### src/rtl/window_gen_kxk_pkg.sv
// window_pkg: shared types and helpers for the KxK sliding-window generator.
//   fsm_state_t : control FSM encoding (IDLE / RUN / ERR)
//   CNT_W       : width of row/column counters and frame-size fields
//   ADDR_W      : line-buffer address width for the default MAX_WIDTH
//   win_idx     : flat element index of window element (i,j) for side k
package window_pkg;

  typedef enum logic [1:0] {
    IDLE,
    RUN,
    ERR
  } fsm_state_t;

  localparam int unsigned CNT_W         = 8;
  localparam int unsigned MAX_WIDTH_DEF = 128;
  localparam int unsigned ADDR_W        = $clog2(MAX_WIDTH_DEF);

  function automatic int unsigned win_idx(input int unsigned i,
                                          input int unsigned j,
                                          input int unsigned k = 3);
    return i * k + j;
  endfunction

endpackage

### src/rtl/window_gen_kxk_line_buffer.sv
// line_buffer: one image row of pixel storage, 1R1W, addressed by column.
// The read is combinational from the current contents, so on a write cycle
// rd_data_o returns the pixel stored one line earlier at the same column.
//   clk       : clock
//   wr_en_i   : write (accepted pixel)
//   addr_i    : column address
//   wr_data_i : pixel to store
//   rd_data_o : pixel previously stored at addr_i
module line_buffer
  import window_pkg::*;
#(
  parameter int unsigned DATA_W    = 8,
  parameter int unsigned MAX_WIDTH = 128
) (
  input  logic                         clk,
  input  logic                         wr_en_i,
  input  logic [$clog2(MAX_WIDTH)-1:0] addr_i,
  input  logic [DATA_W-1:0]            wr_data_i,
  output logic [DATA_W-1:0]            rd_data_o
);

  logic [DATA_W-1:0] mem_q [MAX_WIDTH];

  always_ff @(posedge clk) begin
    if (wr_en_i) mem_q[addr_i] <= wr_data_i;
  end

  assign rd_data_o = mem_q[addr_i];

endmodule

### src/rtl/window_gen_kxk.sv
// window_gen_kxk: streaming KxK sliding-window generator.
// Takes one raster-order pixel per accepted in_valid and, once the window is
// fully inside the image, presents the KxK neighbourhood with its output-map
// row/column. Frame size and stride are latched on start.
//   clk, rst_n              : clock, async active-low reset
//   start                   : latch config and begin a frame (aborts any frame)
//   stage_width/height      : frame size, sampled on start
//   stride2                 : 1 = stride 2, sampled on start
//   in_valid, pix_in        : pixel input
//   win_valid, win_data     : window output, element (i,j) at win_idx(i,j)*DATA_W
//   win_row, win_col        : output-map coordinates of the window
//   frame_done              : pulse with the result of the last pixel of a frame
//   cfg_err                 : illegal config seen; cleared by the next legal start
//   busy                    : frame in progress
module window_gen_kxk
  import window_pkg::*;
#(
  parameter int unsigned DATA_W     = 8,
  parameter int unsigned K          = 3,
  parameter int unsigned MAX_WIDTH  = 128,
  parameter int unsigned MAX_HEIGHT = 128
) (
  input  logic                  clk,
  input  logic                  rst_n,
  input  logic                  start,
  input  logic [7:0]            stage_width,
  input  logic [7:0]            stage_height,
  input  logic                  stride2,
  input  logic                  in_valid,
  input  logic [DATA_W-1:0]     pix_in,
  output logic                  win_valid,
  output logic [K*K*DATA_W-1:0] win_data,
  output logic [7:0]            win_row,
  output logic [7:0]            win_col,
  output logic                  frame_done,
  output logic                  cfg_err,
  output logic                  busy
);

  localparam int unsigned      AW     = $clog2(MAX_WIDTH);
  localparam logic [CNT_W-1:0] ONE    = CNT_W'(1);
  localparam logic [CNT_W-1:0] K_C    = CNT_W'(K);
  localparam logic [CNT_W-1:0] KM1    = CNT_W'(K - 1);
  localparam logic [CNT_W-1:0] MAXW_C = CNT_W'(MAX_WIDTH);
  localparam logic [CNT_W-1:0] MAXH_C = CNT_W'(MAX_HEIGHT);

  fsm_state_t       state_q, state_d;
  logic [CNT_W-1:0] w_q, h_q, c_q, r_q, c_d, r_d;
  logic             s2_q;
  logic [CNT_W-1:0] cur_w, cur_h, cur_c, cur_r, rr, cc;
  logic             cur_s2, legal, accept, last_pix, qual;
  logic             win_valid_q, frame_done_q;
  logic [7:0]       win_row_q, win_col_q;

  logic [DATA_W-1:0] win_q  [K][K];
  logic [DATA_W-1:0] col_in [K];
  logic [DATA_W-1:0] lb_in  [K-1];
  logic [DATA_W-1:0] lb_out [K-1];

  // A start cycle works under the new config with counters at (0,0), so a
  // pixel arriving alongside start is treated as the first of the new frame.
  assign cur_w  = start ? stage_width  : w_q;
  assign cur_h  = start ? stage_height : h_q;
  assign cur_s2 = start ? stride2      : s2_q;
  assign cur_c  = start ? '0 : c_q;
  assign cur_r  = start ? '0 : r_q;

  assign legal = (stage_width  >= K_C) && (stage_width  <= MAXW_C) &&
                 (stage_height >= K_C) && (stage_height <= MAXH_C);
  assign last_pix = (cur_c == cur_w - ONE) && (cur_r == cur_h - ONE);

  assign rr   = cur_r - KM1;
  assign cc   = cur_c - KM1;
  assign qual = (cur_r >= KM1) && (cur_c >= KM1) && (!cur_s2 || (!rr[0] && !cc[0]));

  // FSM: state register
  always_ff @(posedge clk or negedge rst_n) begin
    if (!rst_n) state_q <= IDLE;
    else        state_q <= state_d;
  end

  // FSM: next state
  always_comb begin
    state_d = state_q;
    if (start)                                            state_d = legal ? RUN : ERR;
    else if (state_q == RUN && in_valid && last_pix)      state_d = IDLE;
  end

  // FSM: outputs
  always_comb begin
    accept  = in_valid && (start ? legal : (state_q == RUN));
    busy    = (state_q == RUN);
    cfg_err = (state_q == ERR);
  end

  always_comb begin
    c_d = cur_c;
    r_d = cur_r;
    if (accept) begin
      if (cur_c == cur_w - ONE) begin
        c_d = '0;
        r_d = last_pix ? '0 : cur_r + ONE;
      end else begin
        c_d = cur_c + ONE;
      end
    end
  end

  always_ff @(posedge clk or negedge rst_n) begin
    if (!rst_n) begin
      c_q  <= '0;
      r_q  <= '0;
      w_q  <= '0;
      h_q  <= '0;
      s2_q <= 1'b0;
    end else begin
      c_q <= c_d;
      r_q <= r_d;
      if (start && legal) begin
        w_q  <= stage_width;
        h_q  <= stage_height;
        s2_q <= stride2;
      end
    end
  end

  // Row buffers are chained: buffer n holds the stream delayed by n+1 lines.
  always_comb begin
    for (int unsigned n = 0; n < K - 1; n++) lb_in[n] = pix_in;
    for (int unsigned n = 1; n < K - 1; n++) lb_in[n] = lb_out[n-1];
  end

  for (genvar n = 0; n < K - 1; n++) begin : g_lb
    line_buffer #(
      .DATA_W    (DATA_W),
      .MAX_WIDTH (MAX_WIDTH)
    ) u_lb (
      .clk       (clk),
      .wr_en_i   (accept),
      .addr_i    (cur_c[AW-1:0]),
      .wr_data_i (lb_in[n]),
      .rd_data_o (lb_out[n])
    );
  end

  always_comb begin
    for (int unsigned i = 0; i < K; i++) col_in[i] = pix_in;
    for (int unsigned i = 0; i < K - 1; i++) col_in[i] = lb_out[K-2-i];
  end

  always_ff @(posedge clk or negedge rst_n) begin
    if (!rst_n) begin
      for (int unsigned i = 0; i < K; i++)
        for (int unsigned j = 0; j < K; j++) win_q[i][j] <= '0;
    end else if (accept) begin
      for (int unsigned i = 0; i < K; i++) begin
        for (int unsigned j = 0; j < K - 1; j++) win_q[i][j] <= win_q[i][j+1];
        win_q[i][K-1] <= col_in[i];
      end
    end
  end

  always_ff @(posedge clk or negedge rst_n) begin
    if (!rst_n) begin
      win_valid_q  <= 1'b0;
      frame_done_q <= 1'b0;
      win_row_q    <= '0;
      win_col_q    <= '0;
    end else begin
      win_valid_q  <= accept && qual;
      frame_done_q <= accept && last_pix;
      if (accept && qual) begin
        win_row_q <= cur_s2 ? (rr >> 1) : rr;
        win_col_q <= cur_s2 ? (cc >> 1) : cc;
      end
    end
  end

  always_comb begin
    win_data = '0;
    for (int unsigned i = 0; i < K; i++)
      for (int unsigned j = 0; j < K; j++)
        win_data[win_idx(i, j, K)*DATA_W +: DATA_W] = win_q[i][j];
  end

  assign win_valid  = win_valid_q;
  assign frame_done = frame_done_q;
  assign win_row    = win_row_q;
  assign win_col    = win_col_q;

endmodule

### config.mk
export PLATFORM = sky130hd
export DESIGN_NAME = window_gen_kxk
export DESIGN_NICKNAME = d
export VERILOG_FILES = /design/src/rtl/window_gen_kxk_pkg.sv /design/src/rtl/window_gen_kxk_line_buffer.sv /design/src/rtl/window_gen_kxk.sv
export SDC_FILE = /design/constraint.sdc
export NUM_CORES = 2
export LEC_CHECK = 0
export ABC_CLOCK_PERIOD_IN_PS = 8900
export CELL_PAD_IN_SITES_DETAIL_PLACEMENT = 1
export CELL_PAD_IN_SITES_GLOBAL_PLACEMENT = 2
export CORE_ASPECT_RATIO = 1.1
export CORE_MARGIN = 2
export CORE_UTILIZATION = 43
export DETAILED_ROUTE_END_ITERATION = 8
export HOLD_SLACK_MARGIN = 0.05
export PLACE_DENSITY = 0.79
export SETUP_SLACK_MARGIN = 0.1
export SYNTH_ARGS = -nofsm -noshare
export SYNTH_HDL_FRONTEND = slang
export SYNTH_SLANG_ARGS = --single-unit
### constraint.sdc
create_clock -name clk -period 8.9 [get_ports clk]
set_input_delay 0.89 -clock clk [delete_from_list [all_inputs] [get_ports clk]]
set_output_delay 0.89 -clock clk [all_outputs]
set_load 0.01 [all_outputs]
After elaboration in Yosys (flattened, before gate mapping)
Memories as Yosys holds them, arrays and structs flattened. A register that Yosys moved wholly into a read port is not among the register bits.
Cells that the tools add are included.
{"block": "totals", "elab_cells": 73, "n_memories": 2, "ram_bits": 2048, "output_inout_bits": 92, "ff_bits": 117, "input_bits": 29}
{"block": "op_classes", "order_cmp": 6, "n_addsub": 6, "reduce_logical": 19, "n_mux": 18, "eq_ne": 4}
{"name": "g_lb[0].u_lb.mem_q", "words": 128, "width": 8, "read_ports": 1, "rd_ports_with_merged_regs": 0, "write_ports": 1, "line": "window_gen_kxk_line_buffer.sv:22", "rtl": "logic [DATA_W-1:0] mem_q [MAX_WIDTH];"}
{"name": "g_lb[1].u_lb.mem_q", "words": 128, "width": 8, "read_ports": 1, "rd_ports_with_merged_regs": 1, "write_ports": 1, "line": "window_gen_kxk_line_buffer.sv:22"}
{"cell": "2-to-1 mux 8 bit", "count": 11}
{"cell": "greater-or-equal comparator 8 x 2 -> 1 bit (second input constant)", "count": 4}
{"cell": "adder 8 x 1 -> 8 bit (second input constant)", "count": 2}
{"cell": "== test 8 bit", "count": 2}
{"cell": "less-or-equal comparator 8 bit (second input constant)", "count": 2}
{"cell": "subtractor 8 x 1 -> 8 bit (second input constant)", "count": 2}
{"cell": "subtractor 8 x 2 -> 8 bit (second input constant)", "count": 2}
{"cell": "logical AND 1 bit", "count": 13}
{"cell": "2-to-1 mux 2 bit", "count": 3}
{"cell": "logical NOT 1 bit", "count": 4}
{"cell": "2-to-1 mux 1 bit", "count": 4}
{"cell": "== test 2 x 1 -> 1 bit (second input constant)", "count": 1}
{"cell": "== test 2 bit (second input constant)", "count": 1}
{"cell": "nonzero test 2 bit", "count": 1}
{"cell": "logical OR 1 bit", "count": 1}

Logic depth before layout (Yosys ltp)
{"block": "logic_depth", "depth_word": 8, "depth_mapped": 20, "depth_no_buf": 10}

By module
A second synthesis with hierarchy kept.
{"block": "hier_totals", "cells_unflattened": 5674, "area_unflattened_um2": 86973.4}
{"module": "line_buffer", "n_inst": 2, "cells_per_inst": 2467, "seq_area_each_um2": 30749.5, "area_per_inst_um2": 40273.6}
{"module": "window_gen_kxk", "n_inst": 1, "cells_per_inst": 740, "seq_area_each_um2": 3128.0, "area_per_inst_um2": 6426.2}

Worst setup path before layout
OpenSTA, ideal clock, no wires.
{"block": "synth_timing", "kind": "input -> register", "from": "input port start", "to": "memory g_lb[1].u_lb.mem_q[0][0] (data pin)", "arrival_ps": 7815, "path_buffers": 4, "t_required_ps": 7626, "setup_slack_ps": -189, "cell_stages": 12, "setup_time_ps": 1274, "cell_sequence": "nand2b_1 > buf_4 > inv_4 > buf_6 > buf_4 > buf_4 > o22ai_1 > a211oi_1 > a21oi_1 > o21ai_0 > o22ai_1 > a221oi_1"}
{"item": "start: declaration", "line": "window_gen_kxk.sv:25", "rtl": "input logic start,"}
{"item": "end: declaration", "line": "window_gen_kxk_line_buffer.sv:22"}

==> impl_metrics.tcl <==
set metrics [dict create \
    port_buffers 120 \
    synth_ff_type "edfxtp_1" \
    die_area_um2 205000 \
    fin_skew_ns 0.0348 \
    drive_above_1_share_pct 17.6 \
    crit_path_end_kind "flip-flop" \
    area_delta_synth_final_pct 13.6 \
    synth_edf_count 2048 \
    grt_max_degree 99 \
    cp-start-kind "flip-flop" \
    synth.most_common_cell "edfxtp_1" \
    die_h_um 474 \
    p_seq_share_pct 53.8 \
    leakagePower_uw 0.0314 \
    via_count 53378 \
    slew_headroom_pct 5.16 \
    grt_pass1_vias 55091 \
    setup_violations 0 \
    yosys-top-cells-area "edfxtp_1 71%, mux2_2 3.8%, dfrtp_1 3.6%, nand2_1 2.8%, mux4_2 2.7%" \
    swShare_pct 22.2 \
    synth_top_area_share_pct 71.1 \
    critPathRequiredTime_ns 9.47 \
    cts_made_buffers 207 \
    rows 172 \
    clock-sinks 2173 \
    crit_type "flip-flop to flip-flop" \
    arrival_ns 6.63 \
    die_w_um 432 \
    coreArea_um2 200000 \
    synthArstFlopShare_pct 5.75 \
    ys_seq_elements 2173 \
    avgViaCountPerCell 6.34 \
    dpl.hpwl_um 166000 \
    drt.antenna.violating_nets 0 \
    whs_path_depth 2 \
    drc 0 \
    hold_viol_final 0 \
    period_share_pct 68.1 \
    cts_tree "done" \
    p_int_uw 16500 \
    pwr-share-comb_pct 5.4 \
    drtIter0Drc 6242 \
    hold_path.class "flip-flop to flip-flop" \
    dpl_cell_area_um2 91700 \
    syn_area_per_cell_um2 16.0 \
    max_stage_delay_ns 0.96 \
    worst_pin_slew_ns 1.42 \
    total_power_uw 21200 \
    r2r_setup_slack_ns 2.84 \
    grt_pass1_wl_um 408000 \
    crit_chain "buf_4 > nor2b_4 > buf_4 > buf_4 > a221oi_1 > o21ai_0 > o211ai_1 > nand4_1 > a211oi_1 > o31a_1 > nor2_4 > buf_4" \
    syn_inst 5401 \
    cpMostUsedCell "buf_4" \
    synth_commonest_cells "2,048 x edfxtp_1, 643 x nand2_1, 310 x a21oi_1" \
    reg2reg_from "c_q[1]" \
    num_io_pins 121 \
    cap_violations 0 \
    fmax_mhz 165 \
    synth_largest_area_cell "edfxtp_1" \
    power_switching_uw 4710 \
    crit_fanout 76 \
    n_fill_cell 18975 \
    ctsResizeCount 0 \
    netlist_area_um2 86500 \
    synth_cell_types 80 \
    ys_warn_count 0 \
    nNetsFinal 5670 \
    reg2reg_depth 12 \
    status "complete, no violations" \
    p_clk_share_pct 40.8 \
    clk_pin_slew_ns 0.06 \
    first_pass_iters 6 \
    wl_per_cell_um 34.0 \
    ys_seq_area_share_pct 74.7 \
    routed_wl_um 286000 \
    antenna_found_initial 10 \
    fin_area_um2 98300 \
    overflow 0 \
    start_util_pct 43.3 \
    crit_slowest_cell "nor2_4" \
    cts_root_buf "clkbuf_16" \
    startpoint "c_q[1]" \
    clock_latency_ns 0.89 \
    slew_violations 0 \
    rsz0062_at_grt "false" \
    gp_congestion 0.856 \
    final.setup.tns_ns 0 \
    power_density_nw_per_um2 216 \
    clockBufferDepth 3 \
    htree_levels 4 \
    reg2reg_to "g_lb[1].u_lb.mem_q[51][7]" \
    peakVddDrop_mv 0.219 \
    syn-num-nets 5443 \
    endpoint "g_lb[1].u_lb.mem_q[51][7]" \
    grt_util_all_layers_pct 27.8 \
    period_needed_ns 6.06 \
]
==> layout by cell type, fill, tap and decap left out, types with 37 or more instances in the layout <==
cell,n
clkinv_2,48
o22ai_1,53
mux2i_1,202
nand3_1,93
a211oi_1,104
a31oi_1,63
a311oi_1,48
o21ai_0,187
nor3_1,37
a221oi_1,117
mux2_2,293
clkinv_1,42
buf_4,261
mux4_2,103
a21oi_1,310
nor2b_1,41
clkbuf_1,46
nor2_1,197
edfxtp_1,2048
o221ai_1,38
clkbuf_16,213
nand2_1,641
clkdlybuf4s50_1,110
dfrtp_1,122
==> worst max-delay path, delay by kind of cell, from the launching register on <==
family | cells | cell delay (ns)
AO/OA/AOI/OAI | 5 | 1.01
buffers and inverters | 4 | 2.28
flip-flops | 1 | 0.68
AND/OR/NAND/NOR | 3 | 1.67
==> final cells by class <==
class / count / area (um^2) / area share (%)
Multi-Input combinational cell: 2845 / 20400 / 20.7
Clock buffer: 262 / 5540 / 5.64
Antenna cell: 3 / 7.51 / 0.00764
Timing Repair Buffer: 387 / 3350 / 3.41
Tap cell: 2610 / 3270 / 3.32
Sequential cell: 2173 / 64600 / 65.8
Clock inverter: 123 / 1020 / 1.04
Inverter: 14 / 78.8 / 0.0802
==> per-stage QoR <==
stage / instances / setup WS (ns) / hold WS, ns / util [%]
3_3_place_gp: 8028 / 2.50 / 0.458 / 45.9
3_5_place_dp: 8028 / 2.38 / 0.464 / 45.9
4_1_cts: 8414 / 2.88 / 0.478 / 49.1
5_1_grt: 8415 / 2.64 / 0.501 / 49.1
2_1_floorplan: 5401 / 2.02 / 0.466 / -
6_report: 8417 / 2.84 / 0.475 / 49.2
==> routing by layer <==
metal  global-route usage, %  wire (um)  up-vias
met5                       0         36        -
met4                    12.8      14700        6
met3                    5.09      27100      649
met2                    45.2     136000     3005
met1                    36.4     108000    28042
li1                        -          -    21676
==> power groups by stage <==
stage / sequential (uW) / clock, uW / combinational (uW)
finish: 11400 / 8670 / 1140
global placement: 11600 / 0 / 1100
detailed placement: 11600 / 0 / 1140
floorplan: 11700 / 0 / 513
global route: 11400 / 9080 / 1220
CTS: 11400 / 8750 / 1140
==> worst min path at each step <==
| stage | startpoint | end |
|---|---|---|
| global route | win_data[31] | win_data[31] |
| detailed placement | win_data[31] | win_data[31] |
| global placement | win_data[24] | win_data[24] |
| finish | win_data[50] | win_data[50] |
| CTS | win_data[31] | win_data[31] |
| floorplan | state_q[1] | state_q[1] |
==> cell families after synthesis <==
kind of cell / Yosys count / share of synthesized area (%)
AOI/OAI and AO/OA: 1089 / 8.32
muxes: 617 / 9.08
adders and majority gates: 13 / 0.188
and+or+nand+nor: 1096 / 5.38
xor gates and xnor gates: 30 / 0.304
DFF: 2173 / 74.7
buffers and inverters: 383 / 2.04
==> timing repair <==
action                                  in CTS  in global routing
hold buffers                                 1                  0
setup buffers                                0                  0
endpoints found under the hold margin       54                  0
endpoints found under the setup margin       0                  0
==> sequential cells by signal, summed over array words and instances, names as in the netlist <==
signal / flops
g_lb.u_lb.mem_q: 2048
c_q: 8
win_row: 8
win_col: 8
state_q: 2
w_q: 8
s2_q: 1
frame_done: 1
h_q: 8
win_valid: 1
win_data: 72
r_q: 8
(Power assumes the default switching activity.)
